<file path="config.mk">
export PLATFORM = sky130hd
export DESIGN_NAME = freelist_release_unit
export DESIGN_NICKNAME = d
export VERILOG_FILES = /design/src/rtl/freelist_release_unit.sv
export SDC_FILE = /design/constraint.sdc
export NUM_CORES = 1
export LEC_CHECK = 0
export CAP_MARGIN = 20
export CORE_MARGIN = 3
export CORE_UTILIZATION = 58
export CTS_CLUSTER_SIZE = 10
export DETAILED_ROUTE_END_ITERATION = 10
export GPL_TIMING_DRIVEN = 0
export MAX_ROUTING_LAYER = met4
export PLACE_DENSITY = 0.8
export SYNTH_ARGS = -nofsm -noshare
export SYNTH_HDL_FRONTEND = slang
export SYNTH_SLANG_ARGS = --single-unit
export TNS_END_PERCENT = 30
</file>
<file path="constraint.sdc">
create_clock -name clock -period 3 [get_ports clock]
set_clock_uncertainty 0.2 [all_clocks]
set_input_delay 0.6 -clock clock [delete_from_list [all_inputs] [get_ports clock]]
set_output_delay 0.6 -clock clock [all_outputs]
set_load 0.03 [all_outputs]
</file>
<file path="src/rtl/freelist_release_unit.sv">
// Freelist writer: compacts freed retire tags into a staging ring, drains one/cycle.
// Optional sticky error output under FREELIST_RELEASE_ERR_CHECK_EN.
module freelist_release_unit #(
  parameter int RETIRE_WIDTH = 2,
  parameter int STAGE_DEPTH  = 8,
  parameter int TAG_WIDTH    = 6
) (
  input  logic                              clock,
  input  logic                              reset,
  input  logic [RETIRE_WIDTH-1:0]           retire_valid,
  input  logic [RETIRE_WIDTH*TAG_WIDTH-1:0] retire_free_tag,
  output logic                              retire_ready,
  input  logic                              fl_full,
  output logic                              fl_enqueue,
  output logic [TAG_WIDTH-1:0]              fl_data,
  output logic [$clog2(STAGE_DEPTH+1)-1:0]  pending_count
`ifdef FREELIST_RELEASE_ERR_CHECK_EN
  ,
  output logic                              release_err
`endif
);

  localparam int PW = $clog2(STAGE_DEPTH);
  localparam int CW = $clog2(STAGE_DEPTH+1);
  localparam logic [CW-1:0] READY_MAX =
    CW'(STAGE_DEPTH - RETIRE_WIDTH);

  logic [TAG_WIDTH-1:0]    mem [STAGE_DEPTH];
  logic [PW-1:0]           head_ptr;
  logic [PW-1:0]           tail_ptr;
  logic [CW-1:0]           count;
  logic [CW-1:0]           count_nxt;
  logic [CW-1:0]           k;
  logic [CW-1:0]           k_eff;
  logic [RETIRE_WIDTH-1:0] nonzero;
  logic [RETIRE_WIDTH-1:0] accept;
  logic [PW-1:0]           wr_off [RETIRE_WIDTH];
  logic                    pop;

  // Prefix count of accepted slots gives each one its hole-free offset.
  always_comb begin
    k = '0;
    for (int i = 0; i < RETIRE_WIDTH; i++) begin
      nonzero[i] =
        retire_free_tag[i*TAG_WIDTH +: TAG_WIDTH] != '0;
      accept[i] = retire_valid[i] && nonzero[i];
      wr_off[i] = PW'(k);
      k = k + CW'(accept[i]);
    end
  end

  assign retire_ready  = count <= READY_MAX;
  assign k_eff         = retire_ready ? k : '0;
  assign fl_enqueue    = (count != '0) && !fl_full;
  assign pop           = fl_enqueue;
  assign fl_data       = (count != '0) ? mem[head_ptr] : '0;
  assign pending_count = count;
  assign count_nxt     = count + k_eff - CW'(pop);

  always_ff @(posedge clock) begin
    for (int i = 0; i < RETIRE_WIDTH; i++) begin
      if (retire_ready && accept[i]) begin
        mem[tail_ptr + wr_off[i]] <=
          retire_free_tag[i*TAG_WIDTH +: TAG_WIDTH];
      end
    end
  end

  always_ff @(posedge clock or negedge reset) begin
    if (!reset) begin
      head_ptr <= '0;
      tail_ptr <= '0;
      count    <= '0;
    end else begin
      head_ptr <= head_ptr + PW'(pop);
      tail_ptr <= tail_ptr + PW'(k_eff);
      count    <= count_nxt;
    end
  end

`ifdef FREELIST_RELEASE_ERR_CHECK_EN
  logic stall_q;
  logic stall_now;
  logic err_now;

  // Head stuck behind a full freelist two cycles running means a double free.
  assign stall_now = fl_full && (count != '0);
  assign err_now   = ((|retire_valid) && !retire_ready)
                   || (|(retire_valid & ~nonzero))
                   || (stall_q && stall_now);

  always_ff @(posedge clock or negedge reset) begin
    if (!reset) begin
      stall_q     <= 1'b0;
      release_err <= 1'b0;
    end else begin
      stall_q <= stall_now;
      if (err_now) begin
        release_err <= 1'b1;
      end
    end
  end
`endif

endmodule

</file>
# [Word-level counts from Yosys, hierarchy flattened]
# Memory sizes are Yosys's and may differ from the RTL's.
# Cells that the tools add are included.
[word_totals] out_inout_bits=12 reg_bits=10 word_cells=26 input_bits=17 ram_bits=48 memories=1
[op_classes] n_mux=6 reduce_logical=9 n_lt_le_gt_ge=1 add_sub_neg=6
[mem_list] name="mem" depth=8 width=6 rd=1 rd_ports_with_merged_regs=0 wr=2 line="28" source="logic [TAG_WIDTH-1:0] mem [STAGE_DEPTH];"
[ops] cell="nonzero test 6 bit" n=2
[ops] cell="adder 3 x 1 -> 3 bit" n=2
[ops] cell="two-way mux 6 bit" n=1
[ops] cell="logical AND 1 bit" n=5
[ops] cell="adder 4 x 2 -> 4 bit" n=1
[ops] cell="less-or-equal comparator 4 x 3 -> 1 bit (second input constant)" n=1
[ops] cell="two-way mux 1 bit" n=4
[ops] cell="nonzero test 4 bit" n=1
[ops] cell="subtractor 4 x 1 -> 4 bit" n=1
[ops] cell="adder 3 x 2 -> 3 bit" n=1
[ops] cell="adder 1 x 1 -> 2 bit" n=1
[ops] cell="two-way mux 2 bit" n=1
[ops] cell="logical NOT 1 bit" n=1

# [Depth between registers and ports, before layout]
# Gate-level depths: netlist (run 1).
[depth] ltp_word=6 mapped_depth=11

# [Least setup slack after synthesis (run 1)]
# Ideal clock, no wire load.
[synth_path] path_kind="input port to flip-flop" startpoint="input retire_free_tag[0]" endpoint="memory mem[2][0], enable pin" slack_ps=-192 cell_stages=8 t_required_ps=2440 arrival_ps=2632 setup_ps=360 cell_sequence="or4_1 > o31a_1 > ha_1 > ha_1 > xnor2_1 > and4_4 > buf_6 > o21bai_1"
[synth_rtl] item="start, declared" line="11" source="input logic [RETIRE_WIDTH*TAG_WIDTH-1:0] retire_free_tag,"
[synth_rtl] item="end, declared" line="28"

==> run metrics, run 1 <==
final core occ 0.7899; top post-synthesis cells by area edfxtp_1 (44%), mux2_2 (12%), mux4_2 (8.3%); Hold Vio Cnt, Final 0; Comb pwr share 0.524; post-synthesis cell area 0.003268 mm2; CTS root buf clkbuf_8; Core Box Area 0.005270 mm2; register area share after synthesis 0.5176; Area Growth Syn to Fin 27.37%; top_reg_cell synth edfxtp_1; Final min period 3.003 ns; leakage 1.579 nW; ANT cells 0; Clock Tree Buf Depth 2; Final Instance Area 0.004163 mm2; Die Y 81.07 um; Synth top cells by count edfxtp_1 (48), mux2_2 (35), ha_1 (13), inv_1 (13); sequential share of power 0.310; layout cells sized above 1 0.4885; Max FO, Critical Path 7; Ys Warns 0; dominant cell type by area after synthesis edfxtp_1; antenna violations before repair 0; post-synth top area share 0.4410; io pins 29; NetSw 1.677 mW; FFs w/ async S/R, synth 0.1724; peak supply drop 0.6932 mV; Residual DRC 0; Worst Slack Setup Final -0.003252 ns; Final HPWL DP 4.877 mm; first-pass GRT wire length 12.26 mm; Final ANT Viol Nets 0; Vias/cell 6.205; maxcap violations 0; CP endpoint kind flop; Hold WS 0.3596 ns; GR Overflow Total 0; final period utilization 1.001; Sw Share 0.4051; DR iter-0 viols 124; cells after synthesis 211; routed len/inst 23.29 um; Synth cell types 39; Chip Width 81.07 um; via count 2060; WP data arrival 2.89 ns; Die Area 0.006572 mm2; Startpoint Class input pin; Hold Crit Class reg -> reg; Layout Nets 289; Core Rows 26; Max Slew Vio Count 0; DRT Pass-1 Iters 4; DP Worst Slack -1.199 ns; largest net degree at the start of global routing 11; unrepaired setup endpoints after global routing yes; Post-Syn Nets 243; failing checks setup timing; Clk Latency, worst-skew pair 0.34 ns; CTS H-Tree Depth 3; GR Util All Layers 0.2760; # fillers 322; P_int 2.462 mW; placer congestion estimate 0.7705; Post-synth EDFFs 48; final setup violation count 1; Clock power frac 0.166; status finished with violations; top-count cell post-synth edfxtp_1; IO buf count 28; Power Density 994.2 mW/mm2; data required time at the worst endpoint 2.89 ns; Mean Syn Cell Area 15.49 um2; TritonCTS clock tree built; Routed WL 7.733 mm; clk sinks 58; Reg area 0.001693 mm2; Tightest Pin Transition 0.6034 ns; CTS Buf Count 9; Relative slew margins 0.5977; initial core utilization 0.6201; Seq cells post-synth 58; multi-input logic area 0.001762 mm2; Area after DPL 0.003654 mm2; CP Class in -> reg; clk slew on worst S/H paths 0.06 ns; vias in the first global route 2180; Fmax 333.0 MHz
==> worst paths after layout <==
| check | start | end | slack [ns] | cells past startpoint |
|---|---|---|---|---|
| worst max register to register | pending_count[3] | pending_count[3] | 0.33 | 11 |
| min in group asynchronous | reset | pending_count[0] | 0.38 | 1 |
| worst min register to register | tail_ptr[0] | tail_ptr[0] | 0.36 | 1 |
| max in group asynchronous | reset | head_ptr[0] | 1.88 | 1 |
| worst max-delay path | retire_free_tag[0] | mem[6][3] | -0.003 | 9 |
| worst min-delay path | tail_ptr[0] | tail_ptr[0] | 0.36 | 1 |
==> per-layer routing <==
metal | GRT usage | vias to the layer above | share of wire
met4 | 0.1166 | 0 | 0.016
li1 | - | 919 | -
met3 | 0.04545 | 11 | 0.047
met2 | 0.4540 | 67 | 0.54
met1 | 0.3401 | 1063 | 0.40
met5 | - | - | 0
==> cells in the final DEF, fill, tap and decap left out, types with 2 or more instances in the layout <==
master,n
and4_4,2
buf_12,2
buf_2,2
buf_4,9
buf_8,2
clkbuf_2,5
clkbuf_8,9
clkdlybuf4s50_1,8
clkinv_1,2
clkinv_2,3
dfrtp_1,9
dlygate4sd2_1,8
dlymetal6s2s_1,4
edfxtp_1,48
fa_1,2
ha_1,9
ha_4,3
inv_1,13
mux2_2,35
mux2_4,13
mux2i_1,6
mux4_2,12
nand2_1,3
nand2_2,2
nand3_1,2
nand3_4,4
nand4_4,2
nor2_1,8
nor2_4,2
o21ai_4,4
o21bai_4,2
o31ai_4,2
xnor2_1,2
xor2_1,2
==> area by class of cell <==
type / count / share of cell area
multi-input combinational: 133 / 0.4232
sequential: 58 / 0.4067
timing repair buffer: 36 / 0.08085
clock buffer: 9 / 0.02976
tap: 70 / 0.02104
clock inverter: 7 / 0.01443
buffer: 6 / 0.01232
inverter: 13 / 0.01172
==> critical path, cell delays in order <==
cell	delay [ns]
buf_12	0.10
or4_4	0.51
o31a_1	0.32
ha_2	0.23
ha_4	0.19
xor2_4	0.23
and4_4	0.26
buf_8	0.14
mux2_4	0.30
==> timing repair <==
item	4_1_cts	5_1_grt
hold endpoints to repair	0	0
setup buffers	4	4
resized for setup	73	32
pin swaps	8	6
endpoints found under the setup margin	109	103
hold buffers	0	0
==> state kept, by name, indices dropped and copies added (netlist names) <==
register	cells
mem	48
tail_ptr	3
head_ptr	3
pending_count	4
==> cell families (layout without fill, tap and decap cells) <==
group	after synthesis	in the layout	synth area share
AOI/OAI and AO/OA	13	13	0.02603
and+or+nand+nor	33	33	0.06930
DFF	58	58	0.5176
muxes	66	66	0.2802
buffers and inverters	20	71	0.02871
xor gates and xnor gates	6	6	0.01608
adders and majority gates	15	15	0.06202
==> power by group through the flow <==
stage                     sequential [mW]  combinational, mW  clock [mW]
after global placement               1.26               1.84           0
after floorplan                      1.29               1.27           0
after global routing                 1.30               2.35       0.722
after CTS                            1.27               2.08       0.695
final                                1.28               2.17       0.688
after detailed placement             1.27               1.87           0
==> per-stage QoR <==
step           power (mW)   TNS [ns]  cells
2_1_floorplan       2.563     -7.698    211
3_3_place_gp        3.100    -103.31    309
3_5_place_dp        3.145    -102.37    309
4_1_cts             4.049   -0.03521    328
5_1_grt             4.373    -0.1317    332
6_report            4.139  -0.003252    332
Power figures use the tool's default switching activity.
==> inputs of run 2 (changes only) <==
--- a/config.mk
+++ b/config.mk
@@ -6,6 +6,7 @@
 export NUM_CORES = 1
 export LEC_CHECK = 0
 export CAP_MARGIN = 20
+export CORE_ASPECT_RATIO = 2
 export CORE_MARGIN = 3
 export CORE_UTILIZATION = 58
 export CTS_CLUSTER_SIZE = 10
==> run metrics, run 2 (synthesis results as in run 1) <==
# hold bufs at CTS 0; leakage 1.570 nW; Hold Vio Cnt, Final 0; DP Worst Slack -1.210 ns; Reg area 0.001693 mm2; Post-Layout Cell Count 320; routed len/inst 23.81 um; Clk Latency, worst-skew pair 0.35 ns; Residual DRC 0; Core Rows 38; data required time at the worst endpoint 2.90 ns; Startpoint Class input pin; Die Area 0.006626 mm2; Hold WS 0.3764 ns; Worst Slack Setup Final 0.01595 ns; total power 4.174 mW; CTS root buf clkbuf_8; final core occ 0.7615; status finished clean; first-pass GRT wire length 11.90 mm; Max Slew Vio Count 0; CP Class in -> reg; TritonCTS clock tree built; final period utilization 0.9947; final setup violation count 0; Layout Nets 287; via count 1993; sequential share of power 0.306; DR iter-0 viols 74; Final Instance Area 0.004128 mm2; # fillers 332; IO buf count 28; CTS H-Tree Depth 3; P_int 2.493 mW; layout cells sized above 1 0.4808; Die Y 112.2 um; Area Growth Syn to Fin 26.30%; Relative slew margins 0.6341; Clock power frac 0.158; largest net degree at the start of global routing 11; max reg flops 48; GR Util All Layers 0.2650; ANT cells 0; most frequent cells in the layout edfxtp_1 (48), mux2_2 (34), mux2_4 (14); Final min period 2.984 ns; Core Box Area 0.005420 mm2; WP data arrival 2.88 ns; Final ANT Viol Nets 0; Routed WL 7.620 mm; vias in the first global route 2187; Sw Share 0.4027; placed cells 299; Final HPWL DP 5.136 mm; NetSw 1.681 mW; Hold Crit Class in -> async; CP endpoint kind flop; peak supply drop 1.045 mV; maxcap violations 0; Max FO, Critical Path 9; most common cell after layout, fill and taps aside edfxtp_1; Tightest Pin Transition 0.5488 ns; antenna violations before repair 0; Chip Width 59.08 um; Fmax 335.1 MHz; Power Density 1011 mW/mm2; Area after DPL 0.003641 mm2; setup TNS 0 ns; Vias/cell 6.228; DRT Pass-1 Iters 4; placer congestion estimate 0.8784; Clock Tree Buf Depth 2; initial core utilization 0.6030; CTS Buf Count 9; clk sinks 58; clk slew on worst S/H paths 0.06 ns; Worst R2R Setup Slack 0.24 ns; multi-input logic area 0.001775 mm2; io pins 29; Comb pwr share 0.536; GR Overflow Total 0
run 2: layout make-up:
type                    count  area share
repair buffers             34     0.07457
clock buffers              11     0.03183
well taps                  60     0.01819
inverters                  13     0.01182
clock inverters             5     0.01091
multi-input cells         133      0.4301
flip-flops and latches     58      0.4101
plain buffers               6     0.01243
run 2: layer usage:
layer | global-route usage | vias up | routed length [um]
met2 | 0.4638 | 58 | 4410
met1 | 0.2707 | 1007 | 2674
met3 | 0.06329 | 18 | 253
li1 | - | 910 | -
met5 | - | - | 0
met4 | 0.1120 | 0 | 283
run 2: repair_timing:
| item | in CTS | in global routing |
|---|---|---|
| cloned | 0 | 0 |
| endpoints found under the setup margin | 109 | 103 |
| gates resized for setup | 75 | 33 |
| pin swaps | 8 | 7 |
| setup buffers | 5 | 1 |
run 2: worst max-delay path, cell delays in order:
cell    delay (ns)
buf_8         0.11
or4_4         0.53
o31a_1        0.29
ha_2          0.21
ha_4          0.20
xor2_4        0.21
and4_4        0.27
buf_8         0.15
mux2_4        0.31
run 2: worst paths after layout:
path | start | to | cells past startpoint
max | retire_free_tag[1] | mem[6][1] | 9
min | reset | pending_count[0] | 1
max reg2reg | pending_count[3] | pending_count[3] | 11
min reg2reg | tail_ptr[0] | tail_ptr[0] | 1
max in group asynchronous | reset | head_ptr[0] | 1
min in group clock | tail_ptr[0] | tail_ptr[0] | 1
run 2: power by group through the flow:
stage | combinational [mW] | sequential (mW) | clock, mW
after floorplan | 1.27 | 1.29 | 0
after CTS | 2.16 | 1.28 | 0.667
after global placement | 1.86 | 1.26 | 0
after detailed placement | 1.91 | 1.27 | 0
final | 2.24 | 1.28 | 0.658
after global routing | 2.39 | 1.30 | 0.703
==> inputs of run 3 (changes only) <==
--- a/config.mk
+++ b/config.mk
@@ -8,12 +8,12 @@
 export CAP_MARGIN = 20
 export CORE_ASPECT_RATIO = 2
 export CORE_MARGIN = 3
-export CORE_UTILIZATION = 58
+export CORE_UTILIZATION = 52
 export CTS_CLUSTER_SIZE = 10
 export DETAILED_ROUTE_END_ITERATION = 10
 export GPL_TIMING_DRIVEN = 0
 export MAX_ROUTING_LAYER = met4
-export PLACE_DENSITY = 0.8
+export PLACE_DENSITY = 0.76
 export SYNTH_ARGS = -nofsm -noshare
 export SYNTH_HDL_FRONTEND = slang
 export SYNTH_SLANG_ARGS = --single-unit
==> constraint.sdc (replaced) <==
create_clock -name clock -period 2.5 [get_ports clock]
set_clock_uncertainty 0.2 [all_clocks]
set_input_delay 0.5 -clock clock [delete_from_list [all_inputs] [get_ports clock]]
set_output_delay 0.5 -clock clock [all_outputs]
set_load 0.03 [all_outputs]
==> run metrics, run 3 (synthesis results as in run 1) <==
status finished with violations; failing checks setup timing; via count 2052; most common cell after layout, fill and taps aside edfxtp_1; Crit path largest cell delay 0.52 ns; # fillers 419; layout cells sized above 1 0.5321; clk sinks 58; Relative slew margins 0.5948; vias in the first global route 2194; largest net degree at the start of global routing 11; Vias/cell 5.880; Tightest Pin Transition 0.6078 ns; Hold Vio Cnt, Final 0; Critical Path, Cell by Cell buf_12 -> or4_4 -> o31a_1 -> ha_4 -> ha_4 -> xnor2_4 -> buf_12 -> nor2_4 -> nand3_4 -> mux2_2; placer congestion estimate 0.8480; Area Growth Syn to Fin 33.46%; Routed WL 8.094 mm; Sw Share 0.3834; first-pass GRT wire length 12.30 mm; Hold Crit Class in -> async; total power 5.543 mW; WP data arrival 2.78 ns; Fmax 344.0 MHz; GR Overflow Total 0; Core Rows 40; sequential share of power 0.280; antenna violations before repair 0; final period utilization 1.163; Die Y 118.1 um; IO buf count 28; Crit-path slowest cell or4_4; CTS Buf Count 9; CP Class in -> reg; max reg flops 48; GR Util All Layers 0.2515; Clock Tree Buf Depth 2; Die Area 0.007330 mm2; Clock power frac 0.216; leakage 1.612 nW; initial core utilization 0.5397; Worst Slack Setup Final -0.4068 ns; Max Slew Vio Count 0; final setup violation count 107; Residual DRC 0; Comb pwr share 0.504; Core Box Area 0.006056 mm2; io pins 29; NetSw 2.125 mW; Chip Width 62.06 um; CTS H-Tree Depth 3; CTS root buf clkbuf_16; ANT cells 0; DR iter-0 viols 84; CP endpoint kind flop; peak supply drop 0.8999 mV; most frequent cells in the layout edfxtp_1 (48), mux2_2 (35), mux2_4 (12), mux4_2 (12), inv_1 (11); TritonCTS clock tree built; Power Density 1271 mW/mm2; DP Worst Slack -1.595 ns; Final min period 2.907 ns; Final ANT Viol Nets 0; maxcap violations 0; Max FO, Critical Path 7; clk slew on worst S/H paths 0.05 ns; routed len/inst 23.19 um; setup TNS -31.30 ns; Clk Latency, worst-skew pair 0.33 ns; unrepaired setup endpoints after global routing yes; Layout Nets 292; data required time at the worst endpoint 2.38 ns; P_int 3.418 mW; DRT Pass-1 Iters 5; Startpoint Class input pin; Final HPWL DP 5.337 mm
## run 3: final timing paths
| path | startpoint | endpoint | slack, ns | cells past startpoint |
|---|---|---|---|---|
| worst max-delay path | retire_free_tag[3] | mem[4][0] | -0.41 | 10 |
| worst min-delay path | reset | head_ptr[2] | 0.30 | 1 |
| worst min register to register | head_ptr[1] | head_ptr[1] | 0.39 | 1 |
| max in group asynchronous | reset | head_ptr[0] | 1.44 | 1 |
| min in group clock | retire_free_tag[1] | mem[2][1] | 0.30 | 2 |
| worst max register to register | pending_count[3] | mem[0][2] | -0.14 | 6 |
## run 3: power groups by stage
stage	Clock [mW]	Sequential (mW)	Combinational, mW
2_1_floorplan	0	1.55	1.65
3_3_place_gp	0	1.52	2.39
3_5_place_dp	0	1.54	2.43
4_1_cts	1.20	1.55	2.75
5_1_grt	1.25	1.58	2.98
6_report	1.20	1.55	2.79
## run 3: cell type report
type / count / area, um2 / area share
multi-input combinational: 133 / 1797 / 0.4119
sequential: 58 / 1693 / 0.3881
timing repair buffer: 38 / 347.8 / 0.07975
clock buffer: 13 / 250.2 / 0.05737
tap: 84 / 105.1 / 0.02410
buffer: 7 / 80.08 / 0.01836
inverter: 13 / 48.80 / 0.01119
clock inverter: 3 / 40.04 / 0.009180
## run 3: timing repair
action / CTS / global route
resized for setup: 93 / 28
hold buffers: 0 / 0
buffers inserted: 5 / 4
pin swaps: 14 / 8
endpoints found under the setup margin: 113 / 109
## run 3: worst max-delay path: cells and delay by family
| kind | cells | cell delay [ns] |
|---|---|---|
| compound gates | 1 | 0.32 |
| xor+xnor | 1 | 0.14 |
| simple gates | 3 | 0.86 |
| mux | 1 | 0.32 |
| buf+inv | 2 | 0.24 |
| fa+ha+maj | 2 | 0.38 |
## run 3: through the flow
stage	cell area (um2)	hold slack [ns]	util	instances
after floorplan	3366	0.004409	-	211
after global placement	3751	0.3513	0.6194	323
after detailed placement	3759	0.3614	0.6207	324
after CTS	4327	0.3062	0.7145	345
after global routing	4362	0.2959	0.7202	349
final	4362	0.3017	0.7202	349
## run 3: routing by layer
layer | up-vias | GRT usage | share of wire
met1 | 1051 | 0.2757 | 0.36
met3 | 18 | 0.05269 | 0.043
met5 | - | - | 0
met2 | 65 | 0.4318 | 0.57
li1 | 918 | - | -
met4 | 0 | 0.07968 | 0.025
